==> src/rtl/muldiv_seq_unit.sv <==
// Sequential multiply/divide unit: pipelined multiplier plus radix-2 restoring divider.
// Optional define MULDIV_DIV_EARLY_OUT_EN: divides with |a| < |b| finish on the fast path.
module muldiv_seq_unit #(
    parameter int unsigned XLEN       = 32,
    parameter int unsigned TAG_W      = 5,
    parameter int unsigned PRF_W      = 6,
    parameter int unsigned MUL_STAGES = 2
) (
    input  logic             clk,
    input  logic             rst,
    input  logic             req_valid_i,
    input  logic [2:0]       req_op_i,
    input  logic [XLEN-1:0]  req_a_i,
    input  logic [XLEN-1:0]  req_b_i,
    input  logic [TAG_W-1:0] req_tag_i,
    input  logic [PRF_W-1:0] req_rd_i,
    output logic             ready_o,
    input  logic             stall_i,
    input  logic             kill_i,
    output logic             early_wake_o,
    output logic             wb_valid_o,
    output logic [XLEN-1:0]  wb_data_o,
    output logic [TAG_W-1:0] wb_tag_o,
    output logic [PRF_W-1:0] wb_rd_o
);

    localparam logic [2:0] S_IDLE = 3'd0;
    localparam logic [2:0] S_MUL  = 3'd1;
    localparam logic [2:0] S_DIV  = 3'd2;
    localparam logic [2:0] S_FIX  = 3'd3;
    localparam logic [2:0] S_DONE = 3'd4;

    localparam int unsigned CNT_MAX = (XLEN > MUL_STAGES) ? XLEN : MUL_STAGES;
    localparam int unsigned CNT_W   = $clog2(CNT_MAX);
    localparam int unsigned PW      = 2 * XLEN;

    logic [2:0]       r_state, w_state_nxt;
    logic [CNT_W-1:0] r_cnt;
    logic [1:0]       r_op;
    logic [XLEN-1:0]  r_a;      // multiplicand, or dividend/quotient shift register
    logic [XLEN-1:0]  r_b;      // multiplier, or divisor magnitude
    logic [XLEN-1:0]  r_rem;
    logic             r_neg_q, r_neg_r;
    logic [XLEN-1:0]  r_wb_data;
    logic [TAG_W-1:0] r_tag;
    logic [PRF_W-1:0] r_rd;

    logic             w_accept, w_req_sgn, w_a_neg, w_b_neg;
    logic             w_b_zero, w_ovf, w_small, w_fast;
    logic [XLEN-1:0]  w_a_mag, w_b_mag, w_fast_data;
    logic             w_ma_sgn, w_mb_sgn;
    logic [PW-1:0]    w_ma, w_mb, w_prod;
    logic [XLEN-1:0]  w_mul_res;
    logic [XLEN:0]    w_rem_sh, w_diff;
    logic             w_q_bit;
    logic [XLEN-1:0]  w_rem_nxt, w_quo_fix, w_rem_fix;

    // Request decode and divide fast-path detection (uses raw request operands)
    assign w_accept  = req_valid_i && (r_state == S_IDLE) && !stall_i && !kill_i;
    assign w_req_sgn = !req_op_i[0];
    assign w_a_neg   = w_req_sgn & req_a_i[XLEN-1];
    assign w_b_neg   = w_req_sgn & req_b_i[XLEN-1];
    assign w_a_mag   = w_a_neg ? (-req_a_i) : req_a_i;
    assign w_b_mag   = w_b_neg ? (-req_b_i) : req_b_i;
    assign w_b_zero  = (req_b_i == '0);
    assign w_ovf     = w_req_sgn && (req_a_i == {1'b1, {(XLEN-1){1'b0}}}) && (req_b_i == '1);
`ifdef MULDIV_DIV_EARLY_OUT_EN
    assign w_small   = !w_b_zero && (w_a_mag < w_b_mag);
`else
    assign w_small   = 1'b0;
`endif
    assign w_fast    = w_b_zero || w_ovf || w_small;

    always_comb begin
        w_fast_data = req_op_i[1] ? req_a_i : '0;
        if (w_b_zero)   w_fast_data = req_op_i[1] ? req_a_i : '1;
        else if (w_ovf) w_fast_data = req_op_i[1] ? '0 : req_a_i;
    end

    // Product over 2*XLEN bits; MULH and MULHSU treat rs1 as signed, only MULH treats rs2 as signed
    assign w_ma_sgn  = (r_op == 2'b01) || (r_op == 2'b10);
    assign w_mb_sgn  = (r_op == 2'b01);
    assign w_ma      = {{XLEN{r_a[XLEN-1] & w_ma_sgn}}, r_a};
    assign w_mb      = {{XLEN{r_b[XLEN-1] & w_mb_sgn}}, r_b};
    assign w_prod    = w_ma * w_mb;
    assign w_mul_res = (r_op == 2'b00) ? w_prod[XLEN-1:0] : w_prod[PW-1:XLEN];

    // One restoring-division step
    assign w_rem_sh  = {r_rem, r_a[XLEN-1]};
    assign w_diff    = w_rem_sh - {1'b0, r_b};
    assign w_q_bit   = !w_diff[XLEN];
    assign w_rem_nxt = w_q_bit ? w_diff[XLEN-1:0] : w_rem_sh[XLEN-1:0];
    assign w_quo_fix = r_neg_q ? (-r_a) : r_a;
    assign w_rem_fix = r_neg_r ? (-r_rem) : r_rem;

    always_ff @(posedge clk) begin
        if (rst) r_state <= S_IDLE;
        else     r_state <= w_state_nxt;
    end

    always_comb begin
        w_state_nxt  = r_state;
        ready_o      = (r_state == S_IDLE);
        wb_valid_o   = (r_state == S_DONE) && !kill_i;
        early_wake_o = (((r_state == S_MUL) && (r_cnt == '0)) || (r_state == S_FIX)) && !kill_i;
        if (kill_i) begin
            w_state_nxt = S_IDLE;
        end else if (!stall_i) begin
            case (r_state)
                S_IDLE: if (req_valid_i) w_state_nxt = !req_op_i[2] ? S_MUL : (w_fast ? S_DONE : S_DIV);
                S_MUL:  if (r_cnt == '0) w_state_nxt = S_DONE;
                S_DIV:  if (r_cnt == '0) w_state_nxt = S_FIX;
                S_FIX:  w_state_nxt = S_DONE;
                S_DONE: w_state_nxt = S_IDLE;
                default: w_state_nxt = S_IDLE;
            endcase
        end
    end

    // Datapath; frozen on stall, irrelevant after kill since IDLE reloads on the next accept
    always_ff @(posedge clk) begin
        if (rst) begin
            r_cnt     <= '0;
            r_op      <= '0;
            r_a       <= '0;
            r_b       <= '0;
            r_rem     <= '0;
            r_neg_q   <= 1'b0;
            r_neg_r   <= 1'b0;
            r_wb_data <= '0;
            r_tag     <= '0;
            r_rd      <= '0;
        end else if (!stall_i && !kill_i) begin
            case (r_state)
                S_IDLE: if (w_accept) begin
                    r_op  <= req_op_i[1:0];
                    r_tag <= req_tag_i;
                    r_rd  <= req_rd_i;
                    if (!req_op_i[2]) begin
                        r_a   <= req_a_i;
                        r_b   <= req_b_i;
                        r_cnt <= CNT_W'(MUL_STAGES - 1);
                    end else begin
                        r_a     <= w_a_mag;
                        r_b     <= w_b_mag;
                        r_rem   <= '0;
                        r_neg_q <= w_a_neg ^ w_b_neg;
                        r_neg_r <= w_a_neg;
                        r_cnt   <= CNT_W'(XLEN - 1);
                        if (w_fast) r_wb_data <= w_fast_data;
                    end
                end
                S_MUL: begin
                    if (r_cnt == '0) r_wb_data <= w_mul_res;
                    else             r_cnt     <= r_cnt - CNT_W'(1);
                end
                S_DIV: begin
                    r_a   <= {r_a[XLEN-2:0], w_q_bit};
                    r_rem <= w_rem_nxt;
                    if (r_cnt != '0) r_cnt <= r_cnt - CNT_W'(1);
                end
                S_FIX: r_wb_data <= r_op[1] ? w_rem_fix : w_quo_fix;
                default: ;
            endcase
        end
    end

    assign wb_data_o = r_wb_data;
    assign wb_tag_o  = r_tag;
    assign wb_rd_o   = r_rd;

endmodule

==> config.mk <==
export PLATFORM = sky130hd
export DESIGN_NAME = muldiv_seq_unit
export DESIGN_NICKNAME = d
export VERILOG_FILES = /design/src/rtl/muldiv_seq_unit.sv
export SDC_FILE = /design/constraint.sdc
export NUM_CORES = 2
export LEC_CHECK = 0
export ABC_AREA = 1
export CAP_MARGIN = 10
export CORE_AREA = 2 2 315 317
export CTS_BUF_LIST = sky130_fd_sc_hd__clkbuf_4 sky130_fd_sc_hd__clkbuf_8 sky130_fd_sc_hd__clkbuf_16
export DETAILED_ROUTE_END_ITERATION = 8
export DIE_AREA = 0 0 317 319
export GPL_ROUTABILITY_DRIVEN = 0
export PLACE_DENSITY_LB_ADDON = 0.25
export SLEW_MARGIN = 20
export SYNTH_ARGS = -nofsm -noshare
export SYNTH_HDL_FRONTEND = slang
export SYNTH_SLANG_ARGS = --single-unit
==> constraint.sdc <==
create_clock -name clk -period 10 [get_ports clk]
set_input_delay 2 -clock clk [delete_from_list [all_inputs] [get_ports clk]]
set_output_delay 2 -clock clk [all_outputs]
set_load 0.02 [all_outputs]
## After elaboration in Yosys (flattened, before gate mapping)

Cells that the tools add are included.

| cells by class | value |
|---|---|
| multiplexer cells | 35 |
| $add $sub $neg | 6 |
| bitwise operators | 6 |
| eq/ne operators | 16 |
| reduce and logical (&&, ||, !) cells | 32 |
| multipliers | 1 |

Operators with widths:

| operator | number |
|---|---|
| $mux 32 | 21 |
| $neg 32->32 | 4 |
| $pmux 32 s2 | 2 |
| $pmux 32 s3 | 1 |
| $eq 32x32->1 const B | 2 |
| $mul 33x33->64 | 1 |
| $sub 33x32->33 | 1 |
| $logic_not 32->1 | 1 |
| $mux 5 | 4 |
| $mux 3 | 5 |
| $pmux 5 s3 | 1 |
| $pmux 3 s4 | 1 |
| $reduce_and 4->1 | 3 |
| $ne 2x2->1 const B | 5 |
| $logic_and 1x1->1 | 9 |
| $eq 3x2->1 const B | 2 |
| $ne 2x1->1 const B | 3 |
| $reduce_and 3->1 | 2 |
| $reduce_and 6->1 | 1 |
| $reduce_bool 3->1 | 2 |
| $logic_not 5->1 | 1 |
| $reduce_and 5->1 | 1 |
| $reduce_bool 5->1 | 1 |
| $sub 5x1->5 const B | 1 |
| 13 further kinds | 21 |

| storage, ports and cells | value |
|---|---|
| input bits | 83 |
| output and inout bits | 46 |
| logic and storage cells | 107 |
| bits in registers | 151 |

## Longest topological paths before layout

| depth | value |
|---|---|
| depth after elaboration | 9 |
| mapped depth | 37 |
| gate-level depth less buffers | 34 |

## Least setup slack after synthesis

No wires, ideal clock.

| timing path | value |
|---|---|
| kind | register to register |
| from | register r_op[1] |
| to | register r_wb_data[23] (netlist: wb_data_o[23]) |
| required time | 9.930 ns |
| path buffers | 3 |
| setup time | 0.070 ns |
| slack | 1.892 ns |
| period minus slack after synthesis | 8.108 ns |
| data arrival time | 8.038 ns |
| stages on the path, launching flop included | 35 |
| cell sequence | dfxtp_1 -> clkbuf_1 -> clkinv_1 -> clkbuf_1 -> ha_1 -> nand2_1 -> clkbuf_1 -> inv_1 -> nand2_1 -> inv_1 -> fa_1 -> fa_1 -> fa_1 -> fa_1 -> inv_1 -> fa_1 -> inv_1 -> fa_1 -> inv_1 -> fa_1 -> fa_1 -> inv_1 -> ha_1 -> nand2_1 -> nor2_1 -> inv_1 -> nor2_1 -> nand2_1 -> nor4_1 -> nand2_1 -> nand3_1 -> nand2_1 -> nand3_1 -> nand3_1 -> a21oi_1 |

| between the ends | value |
|---|---|
| longest elaborated chain between the ends | 7 |
| elaborated cells between the ends (all ways) | 11 |

Ends and longest elaborated chain:

| item | line | source |
|---|---|---|
| from (decl) | 39 | `logic [1:0] r_op;` |
| from (signal assigned) | 136 | `r_op <= req_op_i[1:0];` |
| $eq 2x1->1 / $eq 2x2->1 (equally long branches) | 81, 82 |  |
| $logic_or 1x1->1 | 81 | `assign w_ma_sgn = (r_op == 2'b01) \|\| (r_op == 2'b10);` |
| $and 1x1->1 | 83 | `assign w_ma = {{XLEN{r_a[XLEN-1] & w_ma_sgn}}, r_a};` |
| $mul 33x33->64 | 85 | `assign w_prod = w_ma * w_mb;` |
| $mux 32 | 86 | `assign w_mul_res = (r_op == 2'b00) ? w_prod[XLEN-1:0] : w_prod[PW-1:XLEN];` |
| $mux 32 | 154 | `if (r_cnt == '0) r_wb_data <= w_mul_res;` |
| $pmux 32 s3 * | 134 | `case (r_state)` |
| to (signal assigned) | 150 | `if (w_fast) r_wb_data <= w_fast_data;` |
| to (signal assigned) | 154 |  |
| to (signal assigned) | 162 | `S_FIX: r_wb_data <= r_op[1] ? w_rem_fix : w_quo_fix;` |
| to (decl) | 44 | `logic [XLEN-1:0] r_wb_data;` |

Every way passes the cells marked *; elsewhere a longest branch is shown, timed or not. The select of a mux whose other input is x is not followed.
A chain may end at the register's enable or synchronous reset.

## Final worst setup path

| timing path | value |
|---|---|
| from | register r_op[1] |
| to | register r_wb_data[9] (netlist: wb_data_o[9]) |

The elaborated chain is that of the path after synthesis.

==> flow_metrics.env <==
export IMPL_ant_nets=0
export IMPL_start_util=0.545
export IMPL_insertion_delay_ns=0.48
export IMPL_cp_end_kind="flop"
export IMPL_critPathBufInv=9
export IMPL_cts_repair_resized=0
export IMPL_cts_max_level=4
export IMPL_grt_max_degree=79
export IMPL_drc=0
export IMPL_max_cap_viol_count=0
export IMPL_rows=115
export IMPL_fin_crit_sh=0.873
export IMPL_relSlewSlack=0.178
export IMPL_nets=8670
export IMPL_cts_sinks=151
export IMPL_fin_crit_ns=8.73
export IMPL_yosys_area_top_type="fa_1"
export IMPL_synth_edf_count=0
export IMPL_clkSlewWorstSetupHoldPaths_ns=0.07
export IMPL_rsz0062_at_grt="no"
export IMPL_p_leak_nw=28.3
export IMPL_hold_class="flop to flop"
export IMPL_synthCells=7329
export IMPL_first_iter_violations=5323
export IMPL_grt_usage=0.348
export IMPL_syn_area_sq_um=53200
export IMPL_async_flop_share=0
export IMPL_die_area_sq_um=101000
export IMPL_root_buffer="clkbuf_16"
export IMPL_synth_top_area_frac=0.423
export IMPL_finalSetupViolCount=0
export IMPL_slowest_stage="fa_1"
export IMPL_cpPeakStageDelay_ns=0.63
export IMPL_syn_nets=8792
export IMPL_clk_path_buf_depth=2
export IMPL_total_power_w=0.00257
export IMPL_first_pass_iters=9
export IMPL_wl_per_cell_um=20.1
export IMPL_grt_pass1_wl_um=271000
export IMPL_drt_total_wl_um=171000
export IMPL_tightestPinTransition_ns=1.23
export IMPL_ir_drop_v=0.000147
export IMPL_antenna_found_initial=6
export IMPL_ys_flop_type="dfxtp_1"
export IMPL_hold_buffers=0
export IMPL_num_vias=48000
export IMPL_critPathTopFamily="adder cells"
export IMPL_avgSynthCellArea_sq_um=7.26
export IMPL_yosysWarnings=0
export IMPL_routed_via_density=5.64
export IMPL_cts_tree="built"
export IMPL_die_width_um=317
export IMPL_die_h_um=319
export IMPL_rrSetupSlack_ns=1.27
export IMPL_cts_setup_buffers=0
export IMPL_io_pins=129
export IMPL_core_sq_um=97700
export IMPL_synth_top_cells_by_area="fa_1 (42%), inv_1 (13%), nand2_1 (12%)"
export IMPL_yosysSeqAreaShare=0.0568
export IMPL_worstPathMaxFanout=15
export IMPL_status="complete, no violations"
export IMPL_fin_ws_ns=1.27
export IMPL_finalCoreUtilization=0.573
export IMPL_place_ws_ns=1.41
export IMPL_tns_ns=0
export IMPL_ys_types=53
export IMPL_syn2layout_area_growth_pct=5.24
export IMPL_slew_violations=0
export IMPL_finClkSkew_ns=0.0187
export IMPL_grt_pass1_vias=48600
export IMPL_worstPathRequired_ns=10.40
export IMPL_drive_above_1_share=0.0273
export IMPL_critPathLaunchType="flop"
export IMPL_grt_ovfl_total=0
export IMPL_numCtsBuffers=17
export IMPL_power_density_nw_per_um2=45.8
export IMPL_fmax_mhz=114
export IMPL_dp_hpwl_um=139000
export IMPL_crit_type="flop to flop"
export IMPL_worst_ep_arrival_time_ns=9.14
export IMPL_ys_ff_latch=151
export IMPL_io_buffers=128
export IMPL_hold_violations=0
cell type report:
| cell class | instances | area, sq um |
|---|---|---|
| inverter | 1876 | 7050 |
| tap | 1287 | 1610 |
| clock inverter | 15 | 178 |
| clock buffer | 17 | 425 |
| timing repair buffer | 221 | 1990 |
| sequential | 151 | 3040 |
| antenna | 1 | 2.50 |
| multi-input combinational | 4940 | 41700 |
| fill | 9221 | 41700 |
sequential cells by signal (all words and copies together) (netlist names):
signal and flops:
r_a 32, r_b 32, r_rem 32, wb_data_o 32, wb_rd_o 6, r_cnt 5
wb_tag_o 5, r_state 3, r_op 2, r_neg_q 1, r_neg_r 1
metrics by stage:
step | std cells | hold slack, ns | instance area (sq um)
5_1_grt | 8507 | 0.509 | 56000
3_5_place_dp | 8475 | 0.479 | 55400
3_3_place_gp | 8475 | 0.462 | 55400
6_report | 8508 | 0.491 | 56000
4_1_cts | 8507 | 0.495 | 56000
2_1_floorplan | 7329 | 0.454 | 53200
cell usage in the layout, fill, tap and decap left out, types with 26 or more instances in the layout:
cell type	instances
nand2_1	1772
dfxtp_1	140
o21ai_0	247
inv_1	1860
xor2_1	43
fa_1	1126
xnor2_1	34
a21oi_1	339
ha_1	254
o211ai_1	26
clkdlybuf4s50_1	126
nand4_1	60
nor3_1	60
nand3_1	294
buf_4	91
nor2_1	463
o21ai_1	43
worst paths after layout:
kind,depth (start not counted),start,endpoint
max,31,r_op[1]$_SDFFE_PP0P_,wb_data_o[9]$_SDFFE_PP0P_
min,2,wb_tag_o[4]$_SDFFE_PP0P_,wb_tag_o[4]$_SDFFE_PP0P_
min reg2reg,2,wb_tag_o[4]$_SDFFE_PP0P_,wb_tag_o[4]$_SDFFE_PP0P_
max reg2reg,31,r_op[1]$_SDFFE_PP0P_,wb_data_o[9]$_SDFFE_PP0P_
worst register-to-register path, delay by kind of cell, from the launching register on:
family | cells | cell delay (ns)
flops | 1 | 0.34
simple gates | 10 | 1.73
compound gates | 2 | 0.65
buf+inv | 9 | 1.12
fa+ha+maj | 10 | 4.84
power by group:
part / internal [W] / switching, W / leakage (nW)
registers: 0.000620 / 0.0000517 / 1.23
clock network: 0.000358 / 0.000334 / 0.295
logic: 0.000376 / 0.000827 / 26.7
total: 0.00135 / 0.00121 / 28.3
cell usage after synthesis (9+ instances only):
cell type,n
nand4_1,60
fa_1,1126
xor2_1,43
nand3_1,294
o21a_1,10
nand2_1,1772
a21o_1,12
buf_2,22
nor2_1,464
clkbuf_1,250
dfxtp_1,151
o221ai_1,14
buf_1,81
nor3_1,60
xnor2_1,34
nor4_1,10
o21ai_1,43
nand3b_1,9
o21bai_1,17
o21ai_0,247
inv_1,1862
mux2i_1,20
a21oi_1,339
o211ai_1,26
nor2_2,9
ha_1,254
cells by family after synthesis:
group / Yosys count / share of synthesized area
xor gates and xnor gates: 77 / 0.0127
adders and majority gates: 1380 / 0.483
DFF: 151 / 0.0568
muxes: 20 / 0.00376
AOI/OAI and AO/OA: 745 / 0.0761
buffers and inverters: 2238 / 0.159
and+or+nand+nor: 2718 / 0.208
per-layer routing:
metal  up-vias  GRT usage  routed length [um]
met1     23400      0.453               64100
met2      2725      0.561               78700
met3       619     0.0573               17800
met5         -          0                  31
li1      21200          -                   -
met4         6      0.175               10700
No activity file was read; power rests on OpenSTA's default activity.
